### src/rtl/serial_add_ctrl_pkg.sv
// Shared definitions for the bit-serial adder controller: FSM encoding and default width.
package serial_add_ctrl_pkg;

  localparam int unsigned SERIAL_ADD_WIDTH_DEF = 8;

  typedef enum logic [1:0] {
    ST_IDLE = 2'd0,
    ST_RUN  = 2'd1,
    ST_DONE = 2'd2
  } state_e;

endpackage

### src/rtl/serial_add_ctrl_fa.sv
// Existing 1-bit full-adder cell shared by the serial adder; purely combinational.
module fullAdder (
  input  logic x,
  input  logic y,
  input  logic cin,
  output logic sum,
  output logic cout
);

  assign sum  = x ^ y ^ cin;
  assign cout = (x & y) | (cin & (x ^ y));

endmodule

### src/rtl/serial_add_ctrl.sv
// Bit-serial adder controller: walks one full-adder cell over WIDTH cycles, LSB first,
// with a start/busy/done handshake and back-to-back restart from DONE.
module serial_add_ctrl
  import serial_add_ctrl_pkg::*;
#(
  parameter int unsigned WIDTH = SERIAL_ADD_WIDTH_DEF
) (
  input  logic             clk,
  input  logic             rst,
  input  logic             start,
  input  logic [WIDTH-1:0] a,
  input  logic [WIDTH-1:0] b,
  input  logic             cin,
  output logic             busy,
  output logic             done,
  output logic [WIDTH-1:0] sum,
  output logic             cout
);

  localparam int unsigned CNT_W = $clog2(WIDTH) + 1;
  localparam logic [CNT_W-1:0] CNT_LAST = CNT_W'(WIDTH - 1);

  state_e             state_q, state_d;
  logic [WIDTH-1:0]   sha_q, sha_d;
  logic [WIDTH-1:0]   shb_q, shb_d;
  logic [WIDTH-1:0]   sum_q, sum_d;
  logic [CNT_W-1:0]   cnt_q, cnt_d;
  logic               carry_q, carry_d;
  logic               cout_q, cout_d;
  logic               busy_q, busy_d;
  logic               done_q, done_d;
  logic               cell_sum_c;
  logic               cell_cout_c;

  fullAdder u_fa (
    .x    (sha_q[0]),
    .y    (shb_q[0]),
    .cin  (carry_q),
    .sum  (cell_sum_c),
    .cout (cell_cout_c)
  );

  // Next-state, datapath and registered-output decode
  always_comb begin
    state_d = state_q;
    sha_d   = sha_q;
    shb_d   = shb_q;
    sum_d   = sum_q;
    cnt_d   = cnt_q;
    carry_d = carry_q;
    cout_d  = cout_q;
    busy_d  = 1'b0;
    done_d  = 1'b0;

    unique case (state_q)
      ST_IDLE, ST_DONE: begin
        if (start) begin
          sha_d   = a;
          shb_d   = b;
          carry_d = cin;
          cnt_d   = '0;
          state_d = ST_RUN;
        end else begin
          state_d = ST_IDLE;
        end
      end
      ST_RUN: begin
        // Cell sum enters at the MSB; after WIDTH shifts bit 0 sits at sum[0]
        sum_d   = WIDTH'({cell_sum_c, sum_q} >> 1);
        sha_d   = sha_q >> 1;
        shb_d   = shb_q >> 1;
        carry_d = cell_cout_c;
        cnt_d   = cnt_q + CNT_W'(1);
        if (cnt_q == CNT_LAST) begin
          cout_d  = cell_cout_c;
          state_d = ST_DONE;
        end
      end
      default: state_d = ST_IDLE;
    endcase

    busy_d = (state_d == ST_RUN);
    done_d = (state_d == ST_DONE);
  end

  always_ff @(posedge clk) begin
    if (rst) begin
      state_q <= ST_IDLE;
      sha_q   <= '0;
      shb_q   <= '0;
      sum_q   <= '0;
      cnt_q   <= '0;
      carry_q <= 1'b0;
      cout_q  <= 1'b0;
      busy_q  <= 1'b0;
      done_q  <= 1'b0;
    end else begin
      state_q <= state_d;
      sha_q   <= sha_d;
      shb_q   <= shb_d;
      sum_q   <= sum_d;
      cnt_q   <= cnt_d;
      carry_q <= carry_d;
      cout_q  <= cout_d;
      busy_q  <= busy_d;
      done_q  <= done_d;
    end
  end

  assign busy = busy_q;
  assign done = done_q;
  assign sum  = sum_q;
  assign cout = cout_q;

endmodule

### config.mk
export PLATFORM = sky130hd
export DESIGN_NAME = serial_add_ctrl
export DESIGN_NICKNAME = d
export VERILOG_FILES = /design/src/rtl/serial_add_ctrl_pkg.sv /design/src/rtl/serial_add_ctrl_fa.sv /design/src/rtl/serial_add_ctrl.sv
export SDC_FILE = /design/constraint.sdc
export NUM_CORES = 1
export LEC_CHECK = 0
export CAP_MARGIN = 20
export CORE_MARGIN = 1
export CORE_UTILIZATION = 52
export CTS_CLUSTER_DIAMETER = 50
export DETAILED_ROUTE_END_ITERATION = 10
export GPL_ROUTABILITY_DRIVEN = 0
export GPL_TIMING_DRIVEN = 0
export PLACE_DENSITY = 0.82
export SYNTH_ARGS = -nofsm -noshare
export SYNTH_HDL_FRONTEND = slang
export SYNTH_SLANG_ARGS = --single-unit
### constraint.sdc
create_clock -name clk -period 1.9 [get_ports clk]
set_clock_uncertainty 0.05 [all_clocks]
set_input_delay 0.19 -clock clk [delete_from_list [all_inputs] [get_ports clk]]
set_output_delay 0.19 -clock clk [all_outputs]
set_load 0.01 [all_outputs]
==> results by group, run 1 <==
Clocking
  – Max Root-Sink Buffers: 2
  – CTS tree: built
  – H-tree levels: 2
  – Cts-stage hold buffer count: 0
  – Worst-Skew Late Latency: approximately 330 ps
  – Post-CTS Setup Bufs: 0
  – Clock Pin Slew Worst Setup and Hold Paths: 100 ps
  – CTS Buf Count: 5
  – Num Clock Sinks: 34
  – CTS Root Cell: clkbuf_4
  – CTS-repair resized insts: 0

Pwr
  – Pwr dens: 767 nW/um^2
  – Total power: 0.00132 W
  – Clock share of power: roughly 28%
  – Sw Share: a little over a quarter
  – Comb power frac: between 10% and 20%
  – Internal Power: 0.000970 W
  – Leak Pwr: 0.612 nW
  – Switching power: between 0.0003 and 0.0004 W
  – VDD IR max: 0.660 mV
  – Sequential power share: between 50 and 60%

STA
  – Fmax achieved: around 0.67 GHz
  – Fin crit period: 1500 ps
  – Setup TNS: 0 ps
  – Slew headroom: about 69%
  – Slew Limit Fails: 0
  – Hold Vio Cnt, Final: 0
  – # setup viols final: 0
  – WHS: approximately 190 ps
  – Unrepaired setup endpoints after global routing: false
  – Tcrit/Tclk final: between 70% and 80%
  – Slew @ Worst Pin: around 460 ps

Yosys
  – Post-synth EDFFs: 0
  – Prevailing post-synth register cell: dfxtp_1
  – Synth warn: 0
  – Synth Net Count: ~170
  – Mean Syn Cell Area: just under 9 um^2
  – FFs w/ async S/R, synth: 0%
  – Area share of the largest cell type after synthesis: 50.5%
  – Most common cell in the netlist: dfxtp_1
  – Flop and latch count out of synthesis: 34
  – Cells after Synth: 152
  – Unique masters post-synth: 24
  – Synth area leaders: dfxtp_1 (51%), a21oi_1 (11%), a22oi_1 (8.4%)
  – Register area share after synthesis: approximately 50%
  – Top cell type by total area after synthesis: dfxtp_1
  – Synth top cells by count: dfxtp_1 (34), a21oi_1 (30), nand2_1 (19), nand3_1 (19), a22oi_1 (15)
  – Synthesized area: about 1300 um^2

Worst setup path
  – Crit path from: sum[7]
  – Critical Path, Cell by Cell: clkdlybuf4s50_1
  – Worst path required time: 1660 ps
  – Crit end category: output pin
  – Highest net fanout along the worst path: 3
  – R2r startpoint: cnt_q[0]
  – Critical path class: reg -> out
  – Worst path bufs/invs: 1
  – Critical Path AT: between 1000 and 1500 ps
  – R2R Setup Slk: about 530 ps
  – Critical Path Source Type: flop
  – Dominant delay contributor by cell family on the critical path: buffers and inverters
  – R2R depth: 4
  – CP max stage cell: clkdlybuf4s50_1
  – Critical Path Stages: 1
  – Critical Path End: sum[7]
  – Critical Path Max Stage Delay: ~550 ps
  – Reg2reg end: cout

Global routing
  – Vias in the first global route: 1138
  – Aggregate global routing overflow: 0
  – Initial antenna violation count: 0
  – Overall routing resource usage: 25.0%
  – Largest net degree at the start of global routing: 11
  – First-pass GRT wire length: about 5000 um

Finish
  – ANT cells: 0
  – # fillers: 196
  – Share of layout cells above drive strength 1: 9.04%
  – Layout area overhead: 27.9%
  – Total Nets Final: 210
  – Post-route cell area: ~1700 um^2

Drt
  – Total wire length: between 2000 and 3000 um
  – Drt wl/cell: between 10 and 15 um
  – DRT iter0 DRCs: 58
  – Vias: between 1k and 1.5k
  – Vias per cell: 5.68
  – # DRC: 0
  – First drt pass iteration count: 4
  – Antenna Nets Post-Route: 0

Run
  – Max Cap Viol: 0

Die
  – Site Rows: 18
  – Starting Density: 54.9%
  – Num ports: 31
  – Chip Height: 52.9 um
  – Die outline width: 52.9 um
  – Full die area: 2800 um^2
  – CORE AREA: 2450 um^2

Placed design
  – Dpl hpwl: around 2100 um
  – Placed inst area: between 1500 and 2000 um^2
  – I/O Buffers: 29

Run status
  – Outcome: completed

Hold path
  – Class of the worst hold path: in -> reg
[metal layers]
| metal | GRT usage, % | wire length [um] |
|---|---|---|
| met1 | 28.6 | 1320 |
| met2 | 41.4 | 1420 |
| met3 | 8.91 | 130 |
| met4 | 11.4 | 80 |
| met5 | 0 | 0 |
[registers in the layout, summed over array words and instances, names as in the netlist]
register,cells
busy,1
carry_q,1
cnt_q,4
cout,1
done,1
sha_q,8
shb_q,8
state_q,2
sum,8
[through the flow]
step                      instances  setup WS [ps]  utilization (%)
after CTS                       218            393             70.2
after global routing            218            347             70.2
after global placement          211            317             68.2
after floorplan                 152            727                -
after detailed placement        211            267             68.2
final                           218            397             70.2
[cells in the final DEF, fill, tap and decap left out, types with 4 or more instances in the layout]
cell	instances
a21oi_1	30
a22oi_1	15
buf_2	4
buf_4	4
clkbuf_1	5
clkbuf_4	5
clkdlybuf4s50_1	29
dfxtp_1	34
nand2_1	19
nand3_1	19
[final cells by class]
type                    count  area [um^2]  share of cell area [%]
clock buffers               5         37.5                    2.18
clock inverters             2         10.0                   0.581
plain buffers              14         80.1                    4.65
flip-flops and latches     34          681                    39.5
well taps                  30         37.5                    2.18
inverters                   1         3.75                   0.218
repair buffers             29          290                    16.8
multi-input cells         103          583                    33.8
[kinds of logic after synthesis]
group / synth area share (%)
AOI/OAI and AO/OA: 20.8
adders and majority gates: 2.41
buffers and inverters: 6.22
DFF: 50.5
muxes: 1.67
and+or+nand+nor: 18.4
[power by group through the flow]
stage,Combinational (W),Sequential (W),Clock [W]
6_report,0.000192,0.000766,0.000364
5_1_grt,0.000215,0.000769,0.000403
4_1_cts,0.000193,0.000765,0.000368
3_5_place_dp,0.000192,0.000782,0
3_3_place_gp,0.000185,0.000780,0
2_1_floorplan,0.000115,0.000779,0
[how the worst min path moves through the flow]
| stage | from | endpoint | slack (ps) | cells after the start |
|---|---|---|---|---|
| after floorplan | a[7] | sha_q[7] | 280 | 2 |
| after global placement | sum[0] | sum[0] | 400 | 2 |
| after detailed placement | sum[0] | sum[0] | 400 | 2 |
| after CTS | rst | cnt_q[2] | 170 | 2 |
| after global routing | rst | cnt_q[2] | 200 | 2 |
| final | rst | cnt_q[2] | 190 | 2 |
(Power assumes the default switching activity.)
==> run 2: changes to the inputs <==
- CORE_UTILIZATION: 52 -> 48
- PLACE_DENSITY: 0.82 -> 0.77
- clock period: 1.9 -> 1.5 ns (I/O delays scaled with it)
==> run 2 against run 1 <==
Global-route usage fell by 2.4 points; first-iteration DRC count fell by 66%; utilization fell by 2.7 points; die area rose by 8.0%; routed wire length rose by 0.30%.
==> results by group, run 2 (synthesized netlist as in run 1, its figures left out) <==
Drt
  – Met3 WL: 159 um (+22%)
  – Routed wl met2: 1480 um (+3.9%)
  – Antenna Nets Post-Route: 0 (unchanged)
  – Top Layer Used: met4
  – First drt pass iteration count: 4 (unchanged)
  – Drt wl/cell: 13.6 um (+0.30%)
  – Total wire length: 2960 um (+0.30%)
  – Length of routed wiring on met1: 1270 um (-3.6%)
  – Vias per cell: 5.70 (+0.24%)
  – Vias: 1242 (+0.24%)
  – DRT iter0 DRCs: 20 (-66%)
  – # DRC: 0 (unchanged)

Global routing
  – Vias in the first global route: 1097 (-3.6%)
  – Aggregate global routing overflow: 0 (unchanged)
  – Initial antenna violation count: 0 (unchanged)
  – First-pass GRT wire length: 4600 um (-5.9%)
  – Overall routing resource usage: 22.6% (-2.4 points)
  – Largest net degree at the start of global routing: 11 (unchanged)

Die
  – Full die area: 3020 um^2 (+8.0%)
  – Die outline width: 55.0 um (+3.9%)
  – Chip Height: 55.0 um (+3.9%)
  – Starting Density: 52.5% (-2.4 points)
  – Site Rows: 18 (unchanged)
  – Num ports: 31 (unchanged)
  – CORE AREA: 2570 um^2 (+4.6%)

Worst setup path
  – Highest net fanout along the worst path: 3 (unchanged)
  – Critical Path Source Type: flop
  – CP max stage cell: clkdlybuf4s50_1
  – Worst path required time: 1300 ps (-360 ps)
  – Critical Path Max Stage Delay: 540 ps (about the same)
  – Critical path class: reg -> out
  – Crit end category: output pin
  – Worst path bufs/invs: 1 (unchanged)
  – Critical Path, Cell by Cell: clkdlybuf4s50_1
  – Dominant delay contributor by cell family on the critical path: buffers and inverters
  – Critical Path AT: 1220 ps (-40 ps)

Clocking
  – Clock Pin Slew Worst Setup and Hold Paths: 90 ps (about the same)
  – Post-CTS Setup Bufs: 0 (unchanged)
  – CTS tree: built
  – Cts-stage hold buffer count: 0 (unchanged)
  – H-tree levels: 2 (unchanged)
  – Max Root-Sink Buffers: 2 (unchanged)
  – CTS Buf Count: 5 (unchanged)
  – Num Clock Sinks: 34 (unchanged)
  – CTS Root Cell: clkbuf_4
  – CTS-repair resized insts: 0 (unchanged)
  – Worst-Skew Late Latency: 330 ps (about the same)

Pwr
  – Pwr dens: 962 nW/um^2 (+25%)
  – Leak Pwr: 0.699 nW (+14%)
  – VDD IR max: 0.969 mV (+47%)

Finish
  – Layout area overhead: 28.6%
  – Total Nets Final: 210 (unchanged)
  – Share of layout cells above drive strength 1: 7.98% (-1.1 points)
  – Post-route cell area: 1730 um^2 (+0.58%)
  – Register area: 681 um^2 (unchanged)
  – Final Non-Filler Cells: 218 (unchanged)
  – # fillers: 226 (+15%)
  – ANT cells: 0 (unchanged)
  – Commonest cells after routing, fill and taps aside: dfxtp_1 (34), a21oi_1 (30), clkdlybuf4s50_1 (24)
  – Multi-input logic area: 583 um^2 (unchanged)
  – Most common cell after layout, fill and taps aside: dfxtp_1

STA
  – Hold Vio Cnt, Final: 0 (unchanged)
  – Fin crit period: between 1000 and 1500 ps
  – Fmax achieved: about 0.7 GHz
  – Tcrit/Tclk final: 95.0%
  – Slew Limit Fails: 0 (unchanged)
  – Slew @ Worst Pin: 460 ps (-3.31 ps)
  – Setup TNS: 0 ps (unchanged)
  – # setup viols final: 0 (unchanged)
  – Slew headroom: 69.3% (+0.22 points)

Run
  – Max Cap Viol: 0 (unchanged)

Run status
  – Outcome: completed

Placed design
  – Dpl hpwl: 2140 um (+0.69%)
  – I/O Buffers: 29 (unchanged)
  – Placed Cells: 211 (unchanged)
  – Placed inst area: 1680 um^2 (unchanged)

Hold path
  – Class of the worst hold path: in -> reg
-- run 2: cell types whose count changed in the layout (fill, tap and decap cells not counted), sizes merged --
cell           change
dlymetal6s2s       +5
clkinv             -2
clkbuf             +2
clkdlybuf4s50      -5
-- run 2: final timing paths --
kind                            depth (start not counted)       end  startpoint  slack [ps]
worst max-delay path                                    1    sum[3]      sum[3]          80
worst min register to register                          2    sum[4]      sum[5]         420
worst min-delay path                                    2  cnt_q[2]         rst         160
worst max register to register                          4      cout    cnt_q[0]         160
-- run 2: final cells by class --
cell class	instances	share of cell area (%)
sequential	34	39.3
multi-input combinational	103	33.6
timing repair buffer	29	17.5
buffer	14	4.62
clock buffer	7	2.60
tap	30	2.17
inverter	1	0.217
-- run 2: stage by stage --
stage	power [W]	hold slack, ps	utilization, %	setup WS, ps
after CTS	0.00168	154	67.0	29.8
after detailed placement	0.00123	411	65.3	-105
after global placement	0.00122	393	65.3	-44.4
final	0.00167	159	67.5	75.7
after floorplan	0.00113	236	-	327
after global routing	0.00176	160	67.5	-1.74
-- run 2: power breakdown --
| group | total [W] | internal [W] | switching [W] |
|---|---|---|---|
| logic | 0.000244 | 0.000116 | 0.000128 |
| registers | 0.000969 | 0.000944 | 0.0000248 |
| clock network | 0.000454 | 0.000177 | 0.000278 |
-- run 2: layer usage --
metal	vias up	global-route usage, %
met4	0	10.4
met1	591	24.3
met3	8	9.29
met5	-	0
met2	35	38.4
li1	608	-
==> run 3: changes to the inputs <==
- CORE_MARGIN: 1 -> 10
- GPL_ROUTABILITY_DRIVEN: 0 -> 1
==> run 3 against run 2 <==
Worst hold slack better by 12 ps; highest routed layer unchanged; setup slack got worse by 19 ps; first-iteration DRC count rose by 65%; via count decreased by 2.7%; power rose by 2.2%; die area increased by 76%.
==> results by group, run 3 (synthesized netlist as in run 1, its figures left out) <==
Global routing
  – Aggregate global routing overflow: 0 (unchanged)
  – Vias in the first global route: 1268 (+16%)
  – Initial antenna violation count: 0 (unchanged)
  – Largest net degree at the start of global routing: 11 (unchanged)
  – First-pass GRT wire length: 5580 um (+21%)
  – Overall routing resource usage: 13.1% (-9.5 points)

Die
  – Site Rows: 19 (+1)
  – Num ports: 31 (unchanged)
  – Full die area: 5330 um^2 (+76%)
  – Die outline width: 73.0 um (+33%)
  – Chip Height: 73.0 um (+33%)
  – Starting Density: 49.7% (-2.8 points)
  – CORE AREA: 2710 um^2 (+5.6%)

Placed design
  – RePlAce Congestion: approximately 0.75
  – I/O Buffers: 29 (unchanged)
  – Placed Cells: 212 (+0.47%)
  – Dpl hpwl: 2410 um (+12%)

Pwr
  – Sequential power share: 56.9% (-1.2 points)
  – Comb power frac: 14.2% (-0.4 points)
  – Internal Power: 0.00127 W (+2.8%)
  – VDD IR max: 0.783 mV (-19%)
  – Sw Share: 25.4% (-0.42 points)
  – Clock share of power: 28.9% (+1.6 points)
  – Leak Pwr: 0.685 nW (-2.0%)
  – Total power: 0.00170 W (+2.2%)
  – Pwr dens: 980 nW/um^2 (+1.9%)
  – Switching power: 0.000432 W (+0.55%)

Run status
  – Outcome: completed

Hold path
  – Hold Path Sink: cnt_q[2]
  – Class of the worst hold path: in -> reg
  – Hold Path Stages: 2 (unchanged)
  – Hold path start: rst

Finish
  – Layout area overhead: 29.0%
  – # fillers: 260 (+15%)
  – Multi-input logic area: 583 um^2 (unchanged)
  – Share of layout cells above drive strength 1: 8.56% (+0.58 points)
  – Most common cell after layout, fill and taps aside: dfxtp_1
  – Commonest cells after routing, fill and taps aside: dfxtp_1 (34), a21oi_1 (30), clkdlybuf4s50_1 (25)
  – Total Nets Final: 210 (unchanged)
  – ANT cells: 0 (unchanged)
  – Register area: 681 um^2 (unchanged)
  – Final Non-Filler Cells: 218 (unchanged)

Drt
  – First drt pass iteration count: 4 (unchanged)
  – Drt wl/cell: 14.7 um (+8.2%)
  – Vias per cell: 5.54 (-2.7%)
  – # DRC: 0 (unchanged)
  – Vias: 1208 (-2.7%)
  – DRT iter0 DRCs: 33 (+65%)
  – Antenna Nets Post-Route: 0 (unchanged)
  – Total wire length: 3210 um (+8.2%)

STA
  – Tcrit/Tclk final: 96.2% (+1.3 points)
  – Slew headroom: 66.5% (-2.8 points)
  – Unrepaired setup endpoints after global routing: false
  – Slew Limit Fails: 0 (unchanged)
  – Fmax achieved: 0.693 GHz (-1.3%)
  – Fin crit period: 1440 ps (+18.9 ps)
  – # setup viols final: 0 (unchanged)
  – Hold Vio Cnt, Final: 0 (unchanged)
  – Slew @ Worst Pin: 502 ps (+42.0 ps)

Clocking
  – CTS tree: built
  – Cts-stage hold buffer count: 0 (unchanged)
  – Max Root-Sink Buffers: 2 (unchanged)
  – CTS Buf Count: 5 (unchanged)
  – Clock Pin Slew Worst Setup and Hold Paths: 90 ps (about the same)
  – H-tree levels: 2 (unchanged)
  – Num Clock Sinks: 34 (unchanged)
  – Worst-Skew Late Latency: 340 ps (about the same)
  – CTS Root Cell: clkbuf_4

Worst setup path
  – Critical Path Max Stage Delay: 550 ps (about the same)
  – R2R depth: 4 (unchanged)
  – Crit end category: output pin
  – Dominant delay contributor by cell family on the critical path: buffers and inverters
  – Critical Path, Cell by Cell: clkdlybuf4s50_1
  – Critical Path AT: 1240 ps (+20 ps)
  – Reg2reg end: cout
  – Critical path class: reg -> out
  – Crit path from: sum[5]
  – Worst path bufs/invs: 1 (unchanged)
  – Worst path required time: 1300 ps (about the same)
  – Critical Path Source Type: flop
  – R2r startpoint: cnt_q[0]
  – CP max stage cell: clkdlybuf4s50_1
  – R2R Setup Slk: 160 ps (about the same)
  – Highest net fanout along the worst path: 3 (unchanged)

Run
  – Max Cap Viol: 0 (unchanged)
## run 3: cell types whose count changed in the layout (fill, tap and decap cells not counted), sizes merged
cell,delta
clkbuf,-1
clkdlybuf4s50,+1
dlymetal6s2s,-1
## run 3: final cells by class
class                   instances  share of cell area [%]
plain buffers                  14                    4.61
clock buffers                   6                    2.95
inverters                       1                   0.216
multi-input cells             103                    33.5
flip-flops and latches         34                    39.2
well taps                      31                    2.23
repair buffers                 29                    17.3
## run 3: worst max-delay path by stage
stage | end | slack (ps) | depth (start not counted)
after floorplan | cout | 330 | 4
after global placement | cnt_q[3] | -40 | 5
after detailed placement | shb_q[4] | -130 | 6
after CTS | sum[6] | 20 | 1
after global routing | sum[5] | 2 | 1
final | sum[5] | 60 | 1
## run 3: power groups by stage
stage | combinational (W) | clock (W) | sequential [W]
4_1_cts | 0.000244 | 0.000511 | 0.000969
2_1_floorplan | 0.000145 | 0 | 0.000986
3_3_place_gp | 0.000236 | 0 | 0.000988
5_1_grt | 0.000273 | 0.000541 | 0.000975
3_5_place_dp | 0.000244 | 0 | 0.000990
6_report | 0.000242 | 0.000492 | 0.000969
## run 3: per-layer routing
layer	vias up	GRT usage [%]	wire length (um)
li1	610	-	-
met1	549	13.7	1320
met2	40	21.0	1530
met3	9	6.26	261
met4	0	7.59	92
met5	-	0	0
## run 3: through the flow
| stage | util (%) | hold slack (ps) | cell area (um^2) | TNS (ps) | setup slack (ps) |
|---|---|---|---|---|---|
| detailed placement | 61.9 | 401 | 1680 | -1140 | -133 |
| floorplan | - | 236 | 1350 | 0 | 327 |
| CTS | 63.8 | 146 | 1730 | 0 | 21.3 |
| global placement | 61.9 | 390 | 1680 | -220 | -38.9 |
| finish | 64.1 | 172 | 1740 | 0 | 56.8 |
| global route | 64.1 | 196 | 1740 | 0 | 2.20 |
## run 3: what timing repair did
item / 4_1_cts / 5_1_grt
resized for setup: 0 / 4
setup endpoints to repair: 0 / 4
hold endpoints to repair: 0 / 0
buffers inserted: 0 / 0
